`config.mk`:
```
export PLATFORM = sky130hd
export DESIGN_NAME = cassette_fsk_demod
export DESIGN_NICKNAME = d
export VERILOG_FILES = /design/src/rtl/cassette_fsk_demod.sv
export SDC_FILE = /design/constraint.sdc
export NUM_CORES = 1
export LEC_CHECK = 0
export CELL_PAD_IN_SITES_DETAIL_PLACEMENT = 2
export CELL_PAD_IN_SITES_GLOBAL_PLACEMENT = 2
export CORE_AREA = 5 5 67 94
export DETAILED_ROUTE_END_ITERATION = 12
export DIE_AREA = 0 0 72 99
export GPL_TIMING_DRIVEN = 0
export HOLD_SLACK_MARGIN = 0.08
export PLACE_DENSITY_LB_ADDON = 0.1
export SYNTH_ARGS = -nofsm -noshare
export SYNTH_HDL_FRONTEND = slang
export SYNTH_SLANG_ARGS = --single-unit
```
`constraint.sdc`:
```
create_clock -name clk -period 3.81 [get_ports clk]
set_input_delay 0.762 -clock clk [delete_from_list [all_inputs] [get_ports clk]]
set_output_delay 0.762 -clock clk [all_outputs]
set_load 0.005 [all_outputs]
```
`src/rtl/cassette_fsk_demod.sv`:
```
// rtl/cassette_fsk_demod.sv - cassette FSK (1200/2400 Hz) bit demodulator
//
// Ports:
//   clk           in   fast clock, all logic on rising edge
//   rst           in   synchronous active-high reset
//   cas_in        in   raw asynchronous comparator input
//   enable        in   motor-on; 0 holds the decoder idle
//   reverse_tones in   inverts the data sense of rx_bit
//   rx_bit        out  last decoded bit (valid with rx_valid, held between strobes)
//   rx_valid      out  one-clk strobe per decoded bit
//   carrier       out  tone present and decoding
//   high_tone     out  sustained high-tone run-in detected

module cassette_fsk_demod #(
   parameter int TICK_DIV     = 2,
   parameter int FILTER_BITS  = 2,
   parameter int GAP_BITS     = 9,
   parameter int LONG_GAP     = 176,
   parameter int HT_DIV       = 256,
   parameter int HT_BITS      = 10,
   parameter int HT_THRESHOLD = 962
) (
   input  logic clk,
   input  logic rst,
   input  logic cas_in,
   input  logic enable,
   input  logic reverse_tones,
   output logic rx_bit,
   output logic rx_valid,
   output logic carrier,
   output logic high_tone
);

   localparam int TW = (TICK_DIV > 1) ? $clog2(TICK_DIV) : 1;
   localparam int HW = (HT_DIV > 1) ? $clog2(HT_DIV) : 1;

   localparam logic [TW-1:0]          TICK_LAST = TW'(TICK_DIV - 1);
   localparam logic [HW-1:0]          HT_LAST   = HW'(HT_DIV - 1);
   localparam logic [FILTER_BITS-1:0] FILT_FULL = '1;
   localparam logic [GAP_BITS-1:0]    GAP_MAX   = '1;
   localparam logic [GAP_BITS-1:0]    GAP_PRE   = GAP_MAX - GAP_BITS'(1);
   localparam logic [GAP_BITS-1:0]    LONG_V    = GAP_BITS'(LONG_GAP);
   localparam logic [HT_BITS-1:0]     HT_MAX    = '1;
   localparam logic [HT_BITS-1:0]     HT_THR    = HT_BITS'(HT_THRESHOLD);

   typedef enum logic [1:0] {
      S_IDLE = 2'd0,
      S_WAIT = 2'd1,
      S_HALF = 2'd2
   } state_t;

   logic                   sync1, sync2;
   logic [TW-1:0]          tick_cnt;
   logic                   tick;
   logic                   filt;
   logic [FILTER_BITS-1:0] fcnt;
   logic                   edge_det;
   logic [GAP_BITS-1:0]    gap;
   logic                   is_long;
   logic                   sat_evt;
   state_t                 state;
   logic                   emit;
   logic                   dec;
   logic                   last_dec;
   logic [HW-1:0]          ht_div_cnt;
   logic                   ht_tick;
   logic [HT_BITS-1:0]     ht_cnt;
   logic [HT_BITS-1:0]     ht_next;

   // Two-flop synchroniser for the asynchronous comparator input.
   always_ff @(posedge clk) begin
      if (rst) begin
         sync1 <= 1'b0;
         sync2 <= 1'b0;
      end else begin
         sync1 <= cas_in;
         sync2 <= sync1;
      end
   end

   // Free-running sample tick divider.
   always_ff @(posedge clk) begin
      if (rst) begin
         tick_cnt <= '0;
      end else if (tick_cnt == TICK_LAST) begin
         tick_cnt <= '0;
      end else begin
         tick_cnt <= tick_cnt + TW'(1);
      end
   end

   assign tick = (tick_cnt == TICK_LAST);

   // The edge fires on the tick where the count is already full and the
   // input still disagrees, i.e. the 2^FILTER_BITS-th disagreeing tick.
   assign edge_det = tick && (sync2 != filt) && (fcnt == FILT_FULL);

   always_ff @(posedge clk) begin
      if (rst) begin
         filt <= 1'b0;
         fcnt <= '0;
      end else if (tick) begin
         if (sync2 == filt) begin
            fcnt <= '0;
         end else if (fcnt == FILT_FULL) begin
            filt <= ~filt;
            fcnt <= '0;
         end else begin
            fcnt <= fcnt + FILTER_BITS'(1);
         end
      end
   end

   // Saturating edge-gap counter in ticks.
   always_ff @(posedge clk) begin
      if (rst) begin
         gap <= '0;
      end else if (tick) begin
         if (edge_det) begin
            gap <= '0;
         end else if (gap != GAP_MAX) begin
            gap <= gap + GAP_BITS'(1);
         end
      end
   end

   assign is_long = (gap >= LONG_V);

   // Saturation event is the tick on which the gap reaches (or sits at) its
   // maximum with no edge; an edge on the same tick takes priority.
   assign sat_evt = tick && !edge_det && (gap >= GAP_PRE);

   // Decision for the current edge: WAIT+long gives 0, HALF gives 1 for a
   // second short half-cycle or 0 for a long one (realignment).
   always_comb begin
      emit = 1'b0;
      dec  = 1'b0;
      if (enable && edge_det) begin
         case (state)
            S_WAIT: begin
               emit = is_long;
               dec  = 1'b0;
            end
            S_HALF: begin
               emit = 1'b1;
               dec  = ~is_long;
            end
            default: begin
               emit = 1'b0;
               dec  = 1'b0;
            end
         endcase
      end
   end

   always_ff @(posedge clk) begin
      if (rst) begin
         state    <= S_IDLE;
         rx_bit   <= 1'b0;
         rx_valid <= 1'b0;
         carrier  <= 1'b0;
         last_dec <= 1'b0;
      end else begin
         rx_valid <= 1'b0;
         if (!enable) begin
            state   <= S_IDLE;
            carrier <= 1'b0;
         end else if (edge_det) begin
            case (state)
               S_IDLE:  state <= S_WAIT;
               S_WAIT:  state <= is_long ? S_WAIT : S_HALF;
               S_HALF:  state <= S_WAIT;
               default: state <= S_IDLE;
            endcase
            if (emit) begin
               rx_valid <= 1'b1;
               rx_bit   <= dec ^ reverse_tones;
               last_dec <= dec;
               carrier  <= 1'b1;
            end
         end else if (sat_evt && state != S_IDLE) begin
            state   <= S_IDLE;
            carrier <= 1'b0;
         end
      end
   end

   // High-tone tick divider.
   always_ff @(posedge clk) begin
      if (rst) begin
         ht_div_cnt <= '0;
      end else if (ht_div_cnt == HT_LAST) begin
         ht_div_cnt <= '0;
      end else begin
         ht_div_cnt <= ht_div_cnt + HW'(1);
      end
   end

   assign ht_tick = (ht_div_cnt == HT_LAST);

   // A run of 1 bits with carrier present counts up; any 0 bit or loss of
   // carrier restarts the run.
   always_comb begin
      ht_next = ht_cnt;
      if (!last_dec || !carrier) begin
         ht_next = '0;
      end else if (ht_cnt != HT_MAX) begin
         ht_next = ht_cnt + HT_BITS'(1);
      end
   end

   always_ff @(posedge clk) begin
      if (rst) begin
         ht_cnt    <= '0;
         high_tone <= 1'b0;
      end else begin
         if (!enable) begin
            ht_cnt <= '0;
         end else if (ht_tick) begin
            ht_cnt <= ht_next;
         end
         if (ht_tick) begin
            high_tone <= enable && (ht_next >= HT_THR);
         end
      end
   end

endmodule

```
# After elaboration in Yosys (flattened, before gate mapping)

Index checks and enable logic that the tools add are counted.

Muxes and demuxes: 18
Divide/modulo/power cells: 0
$lt $le $gt $ge: 3
Shifts and indexed selects: 0
Multiply operators: 0
Bitwise logic cells: 6
Reductions and logical operators: 24
$add $sub $neg: 5
Eq/ne operators: 9

Operators by type and width:

| operator                                                              | number |
|---|---|
| 10-bit 2-to-1 mux                                                     | 2 |
| 9-bit 2-to-1 mux                                                      | 2 |
| 10-bit by 1-bit adder with 10-bit output, second input constant       | 1 |
| 10-bit >= comparator, second input constant                           | 1 |
| 2-bit 2-to-1 mux                                                      | 5 |
| 10-bit != test, second input constant                                 | 1 |
| 9-bit by 1-bit adder with 9-bit output, second input constant         | 1 |
| 9-bit by 8-bit >= comparator with 1-bit output, second input constant | 1 |
| 9-bit >= comparator, second input constant                            | 1 |
| 9-bit != test, second input constant                                  | 1 |
| 8-bit by 1-bit adder with 8-bit output, second input constant         | 1 |
| 8-bit == test, second input constant                                  | 1 |
| 2-bit OR reduction                                                    | 4 |
| 1-bit logical AND                                                     | 7 |
| 1-bit 2-to-1 mux                                                      | 7 |
| 3-bit AND reduction                                                   | 2 |
| 2-bit nonzero test                                                    | 3 |
| 1-bit inverter                                                        | 5 |
| 2-bit == test, second input constant                                  | 2 |
| 2-bit case mux with 2 select lines                                    | 1 |
| 2-bit AND reduction                                                   | 2 |
| 1-bit zero test                                                       | 3 |
| 3-bit OR reduction                                                    | 1 |
| 2-bit by 1-bit adder with 2-bit output, second input constant         | 1 |
| other kinds (9)                                                       | 9 |

Latch bits: 0
Bits in read-only memories: 0
Memories kept: 0
Output and inout port bits: 4
Memory bits (writable): 0
Flip-flop bits (word level): 40
Word-level logic and storage cells: 79

# Longest topological paths before layout

Gate-level depths: netlist (run 1).

Word-level depth: 9
Gate-level depth with buffers: 9
Mapped depth without buffers: 8

# Least setup slack after synthesis (run 1)

OpenSTA, ideal clock, no wires.

Path type: register to register
From: register gap[4]
To: register gap[3]
Data required time: 3.684 ns
Clock period less this slack: 1.872 ns
Stages on the path, launching flop included: 10
Setup slack: 1.938 ns
Buffers on the path: 1
Data arrival time: 1.746 ns
Cell sequence: dfxtp_1 > and4_1 > and2_1 > and3_1 > ha_1 > nor2b_1 > clkbuf_1 > o2111ai_1 > xor2_1 > nor2_1

Cells in the longest elaborated chain, start to end: 3

RTL lines:

| element                              | line | RTL |
|---|---|---|
| start: declaration                   | 58   | `logic [GAP_BITS-1:0] gap;` |
| start signal: assignment             | 122  | `gap <= gap + GAP_BITS'(1);` |
| 9-bit != test                        | 121  | `end else if (gap != GAP_MAX) begin` |
| 2-bit nonzero test (no source line)  | --   |  |
| 2-bit AND reduction (no source line) | --   |  |

No other way between the ends.
A chain may end at the register's enable or synchronous reset.

# Worst setup path in the final report (run 1)

Same ends and word-level chain as after synthesis.

==> results of run 1 <==
## registers in the layout, indices dropped and copies added (netlist names), 2 cells and up
| register | flops |
|---|---|
| fcnt | 2 |
| ht_cnt | 10 |
| state | 2 |
| ht_div_cnt | 8 |
| gap | 9 |
## worst max-delay path, stage by stage, from the launching register on
cell	delay, ns
dfxtp_1	0.35
and4_1	0.24
and2_1	0.17
and3_1	0.19
ha_1	0.18
nor2b_1	0.11
clkbuf_1	0.38
o2111ai_1	0.18
xor2_1	0.19
nor2_1	0.05
## area by class of cell
class / instances / area, um^2 / share of cell area [%]
Buffer: 10 / 58.8 / 2.55
Clock buffer: 5 / 68.8 / 2.98
Clock inverter: 3 / 18.8 / 0.813
Inverter: 5 / 18.8 / 0.813
Multi-Input combinational cell: 184 / 1190 / 51.4
Sequential cell: 40 / 801 / 34.7
Tap cell: 68 / 85.1 / 3.69
Timing Repair Buffer: 7 / 70.1 / 3.04
## cell usage after synthesis, types with 2 or more instances
| master | n |
|---|---|
| ha_1 | 10 |
| buf_2 | 2 |
| dfxtp_1 | 40 |
| nor3b_1 | 2 |
| nand2_1 | 20 |
| and2_1 | 5 |
| nand3_1 | 12 |
| nor2b_1 | 3 |
| nor3_1 | 10 |
| a211oi_1 | 3 |
| xnor2_1 | 4 |
| xor2_1 | 11 |
| and2_2 | 2 |
| nor2_1 | 27 |
| buf_6 | 2 |
| a311oi_1 | 2 |
| mux2i_1 | 3 |
| a31oi_1 | 8 |
| nand4_1 | 3 |
| and4_1 | 4 |
| clkbuf_1 | 5 |
| inv_1 | 5 |
| a21oi_1 | 19 |
| nand4b_1 | 2 |
| o21ai_0 | 4 |
| o2111ai_1 | 3 |
| nand2b_1 | 4 |
| and3_1 | 7 |
## logic make-up (layout without fill, tap and decap cells)
| family | count (synthesis) | in the layout | synth area share (%) |
|---|---|---|---|
| adders and majority gates | 10 | 10 | 6.06 |
| buffers and inverters | 15 | 30 | 3.76 |
| and+or+nand+nor | 109 | 109 | 28.0 |
| xor gates and xnor gates | 15 | 15 | 6.36 |
| AOI/OAI and AO/OA | 47 | 47 | 15.6 |
| DFF | 40 | 40 | 38.8 |
| muxes | 3 | 3 | 1.45 |
## routing by layer
| layer | up-vias | global-route usage [%] | wire (um) |
|---|---|---|---|
| li1 | 877 | - | - |
| met1 | 868 | 18.4 | 2430 |
| met2 | 16 | 28.3 | 2700 |
| met3 | 6 | 2.76 | 106 |
| met4 | 0 | 5.21 | 83 |
| met5 | - | 0 | 0 |
## stage by stage
stage | cells | hold WS (ns) | cell area, um^2
final | 322 | 0.447 | 2310
after detailed placement | 314 | 0.436 | 2220
after floorplan | 239 | 0.414 | 2070
after CTS | 322 | 0.455 | 2310
after global placement | 314 | 0.421 | 2220
after global routing | 322 | 0.469 | 2310
## power groups by stage
stage | Combinational, mW | Sequential, mW | Clock, mW
floorplan | 0.0203 | 0.440 | 0
global placement | 0.0300 | 0.443 | 0
detailed placement | 0.0310 | 0.443 | 0
CTS | 0.0311 | 0.433 | 0.297
global route | 0.0341 | 0.434 | 0.315
finish | 0.0297 | 0.433 | 0.283
## worst max-delay path by stage
| stage | start | end | depth (start not counted) |
|---|---|---|---|
| 2_1_floorplan | gap[4] | gap[3] | 9 |
| 4_1_cts | gap[4] | gap[3] | 9 |
| 3_3_place_gp | rst | ht_cnt[8] | 4 |
| 5_1_grt | gap[4] | gap[3] | 9 |
| 6_report | gap[4] | gap[3] | 9 |
| 3_5_place_dp | rst | ht_cnt[8] | 4 |
==> results_dict.tcl, run 1 <==
set metrics [dict create \
    grt_pass1_wl_um 8880 \
    finalNetCount 268 \
    io_buffers 7 \
    critical_path.max_fanout 10 \
    finalSetupViolations 0 \
    timing.rr.end "gap[3]" \
    syn-num-nets 254 \
    yosysWarnings 0 \
    grt_max_degree 14 \
    ios 9 \
    power_density_nw_per_um2 323 \
    cts_buffers 5 \
    reg2reg_depth 9 \
    synth.distinct_cells 45 \
    antenna_found_initial 0 \
    cp.required_ns 3.98 \
    avgViaCountPerCell 5.49 \
    drc 0 \
    synth.largest_area_cell "dfxtp_1" \
    finalCritPeriodShare_pct 57.1 \
    crit_arrival_ns 2.34 \
    drt-total-wl_um 5320 \
    p_leak_nw 0.821 \
    syn-instance-count 239 \
    synth_edf_count 0 \
    drive_gt1_share_pct 9.06 \
    syn2layout_area_growth_pct 11.8 \
    status "finished, final reports clean" \
    tightest_slew_ns 0.530 \
    synth_area_leaders "dfxtp_1, ha_1, nor2_1, xor2_1, a21oi_1" \
    p_clk_share_pct 37.9 \
    initial_core_util_pct 38.5 \
    fmax_mhz 460 \
    timing.rr.start "gap[4]" \
    seqPwrFrac_pct 58.1 \
    rows 32 \
    finClkSkew_ns 0.0106 \
    ys_seq_elements 40 \
    cts-root-buf "clkbuf_8" \
    clk_pin_slew_ns 0.08 \
    swShare_pct 24.3 \
    post_cts_resize_count 0 \
    worstSetupPathType "flop to flop" \
    place_ws_ns 1.58 \
    hp-start "sync1" \
    ir_drop_mv 0.189 \
    synth-main-ff-cell "dfxtp_1" \
    first_pass_iters 4 \
    power.switching_mw 0.181 \
    slew_violations 0 \
    ys_seq_area_share_pct 38.8 \
    cts_tree "yes" \
    track_usage_pct 15.7 \
    finalHoldViolCount 0 \
    synth_top_area_share_pct 38.8 \
    clock_latency_ns 0.30 \
    min_path_cells 1 \
    overflow 0 \
    mappedNetlistArea_um2 2070 \
    internal-power_mw 0.564 \
    die-area_um2 7130 \
    vias 1767 \
    cts_buffer_depth 2 \
    core-area_um2 5370 \
    die_h_um 99 \
    fin_setup_tns_ns 0 \
    hold_buffers 0 \
    cp-end-kind "flop" \
    dieWidth_um 72 \
    async_flop_share_pct 0 \
    gp_congestion 0.720 \
    dp_hpwl_um 4000 \
    wl_per_cell_um 16.5 \
    clock_sinks 40 \
    period_minus_slack_ns 2.18 \
    drv_cap 0 \
    rsz0062_at_grt "false" \
    finalPower_mw 0.745 \
    fin_util_pct 43.0 \
    start_kind "flop" \
    n_antenna_cell 0 \
    r2r_slack_ns 1.63 \
    hold_class "flop to flop" \
    layout_common_cells "dfxtp_1, nor2_1, nand2_1" \
    fill_cells 626 \
    cts_setup_buffers 0 \
    htreeDepth 2 \
    grt_pass1_vias 1829 \
    maxSlewHeadroom_pct 64.6 \
    p_comb_share_pct 4.0 \
    timing.final.ws_setup_ns 1.63 \
    drt_iter0_drc 47 \
    final_common_cell "dfxtp_1" \
    avgSynthCellArea_um2 8.64 \
    hold_end "sync2" \
    detail-route-antenna-nets 0 \
]
(Power assumes the default switching activity.)
==> run 2: changes to the inputs <==
--- a/config.mk
+++ b/config.mk
@@ -7,9 +7,9 @@
 export LEC_CHECK = 0
 export CELL_PAD_IN_SITES_DETAIL_PLACEMENT = 2
 export CELL_PAD_IN_SITES_GLOBAL_PLACEMENT = 2
-export CORE_AREA = 5 5 67 94
+export CORE_AREA = 5 5 73 102
 export DETAILED_ROUTE_END_ITERATION = 12
-export DIE_AREA = 0 0 72 99
+export DIE_AREA = 0 0 78 107
 export GPL_TIMING_DRIVEN = 0
 export HOLD_SLACK_MARGIN = 0.08
 export PLACE_DENSITY_LB_ADDON = 0.1
==> constraint.sdc (replaced) <==
create_clock -name clk -period 1.9 [get_ports clk]
set_input_delay 0.38 -clock clk [delete_from_list [all_inputs] [get_ports clk]]
set_output_delay 0.38 -clock clk [all_outputs]
set_load 0.005 [all_outputs]
==> results_dict.tcl, run 2 (synthesis gave the netlist of run 1 again) <==
set metrics [dict create \
    status "finished, final reports clean" \
    grt_pass1_vias 1972 \
    swShare_pct 25.1 \
    top_register "ht_cnt" \
    p_clk_share_pct 38.5 \
    htreeDepth 2 \
    start_kind "flop" \
    top_regs "ht_cnt: 10 flops, gap: 9 flops, ht_div_cnt: 8 flops" \
    p_comb_share_pct 4.6 \
    slew_violations 0 \
    cts_buffers 5 \
    overflow 0 \
    final_common_cell "dfxtp_1" \
    layout_common_cells "dfxtp_1, nor2_1, nand2_1" \
    detail-route-antenna-nets 0 \
    first_pass_iters 3 \
    internal-power_mw 1.14 \
    ir_drop_mv 0.367 \
    fin_util_pct 37.4 \
    drv_cap 0 \
    fmax_mhz 540 \
    seqPwrFrac_pct 56.9 \
    finalCritPeriodShare_pct 97.5 \
    power_density_nw_per_um2 634 \
    antenna_found_initial 0 \
    maxSlewHeadroom_pct 66.3 \
    core-area_um2 6440 \
    dp_hpwl_um 4200 \
    cp.required_ns 2.07 \
    dieWidth_um 78 \
    grt_max_degree 15 \
    finalHoldViolCount 0 \
    n_antenna_cell 0 \
    die-area_um2 8350 \
    grt_pass1_wl_um 9350 \
    largest_reg_flops 10 \
    finalSetupViolations 0 \
    rows 35 \
    vias 1805 \
    clock_latency_ns 0.29 \
    track_usage_pct 13.9 \
    worstSetupPathType "flop to flop" \
    ios 9 \
    final-seq-area_um2 812 \
    hold_buffers 0 \
    avgViaCountPerCell 5.44 \
    clk_pin_slew_ns 0.09 \
    syn2layout_area_growth_pct 16.6 \
    fin_setup_tns_ns 0 \
    crit_arrival_ns 2.02 \
    multiInputGateArea_um2 1220 \
    drive_gt1_share_pct 17.1 \
    finalNetCount 272 \
    power.switching_mw 0.383 \
    drt_iter0_drc 38 \
    tightest_slew_ns 0.506 \
    drt-total-wl_um 5620 \
    period_minus_slack_ns 1.85 \
    wl_per_cell_um 16.9 \
    hold_class "flop to flop" \
    finClkSkew_ns 0.00706 \
    p_leak_nw 0.838 \
    fill_cells 727 \
    drc 0 \
    initial_core_util_pct 32.1 \
    gp_congestion 0.732 \
    cp-end-kind "flop" \
    critical_path.max_fanout 5 \
    die_h_um 107 \
    cts_tree "yes" \
    cts_buffer_depth 2 \
    io_buffers 7 \
    cts-root-buf "clkbuf_8" \
    clock_sinks 40 \
]
run 2: changes by cell type in the layout (fill, tap and decap cells not counted), sizes merged:
cell / change
buf: +3
clkinv: -2
clkinvlp: +2
clkbuf: +1
run 2: cell type report:
| type | instances | area share, % |
|---|---|---|
| Multi-Input combinational cell | 184 | 50.8 |
| Clock buffer | 5 | 2.86 |
| Sequential cell | 40 | 33.7 |
| Tap cell | 74 | 3.84 |
| Clock inverter | 3 | 0.987 |
| Timing Repair Buffer | 11 | 4.16 |
| Buffer | 10 | 2.86 |
| Inverter | 5 | 0.779 |
run 2: path summary, 6_finish.rpt:
path                              from      to  slack, ns  cells past startpoint
worst max register to register  gap[4]  gap[5]       0.05                      9
worst max-delay path            gap[4]  gap[5]       0.05                      9
worst min-delay path             sync1   sync2       0.46                      1
worst min register to register   sync1   sync2       0.46                      1
run 2: repair_timing:
| item | in CTS | in global routing |
|---|---|---|
| pin swaps | 0 | 3 |
| buffers inserted | 0 | 3 |
| gates cloned | 0 | 1 |
| setup endpoints to repair | 10 | 8 |
| resized for setup | 8 | 12 |
run 2: critical path, cell delays in order, from the launching register on:
cell and delay (ns):
dfxtp_4 0.36, and4_4 0.20, and2_4 0.16, and3_1 0.18, ha_2 0.17, nor2b_2 0.16
clkbuf_8 0.17, o2111ai_2 0.11, xor2_1 0.16, nor2_1 0.06
run 2: layer usage:
metal / wire [um] / track usage, % / vias to the layer above
met1: 2280 / 14.4 / 901
li1: - / - / 886
met4: 86 / 4.47 / 0
met3: 102 / 2.61 / 6
met5: 0 / 0 / -
met2: 3150 / 27.4 / 12
run 2: metrics by stage:
stage	cells	hold slack (ns)	worst slack [ns]	power, mW	instance area, um^2
CTS	328	0.463	-0.000241	1.56	2350
global placement	320	0.435	-0.232	0.949	2230
global route	332	0.469	-0.0191	1.61	2410
finish	332	0.459	0.0484	1.53	2410
detailed placement	320	0.433	-0.262	0.951	2230
floorplan	239	0.414	0.0283	0.923	2070
run 2: power groups by stage:
| stage | registers (mW) | logic, mW | clock network, mW |
|---|---|---|---|
| finish | 0.869 | 0.0707 | 0.587 |
| global route | 0.872 | 0.0801 | 0.662 |
| CTS | 0.869 | 0.0661 | 0.621 |
| detailed placement | 0.888 | 0.0622 | 0 |
| global placement | 0.888 | 0.0612 | 0 |
| floorplan | 0.882 | 0.0406 | 0 |
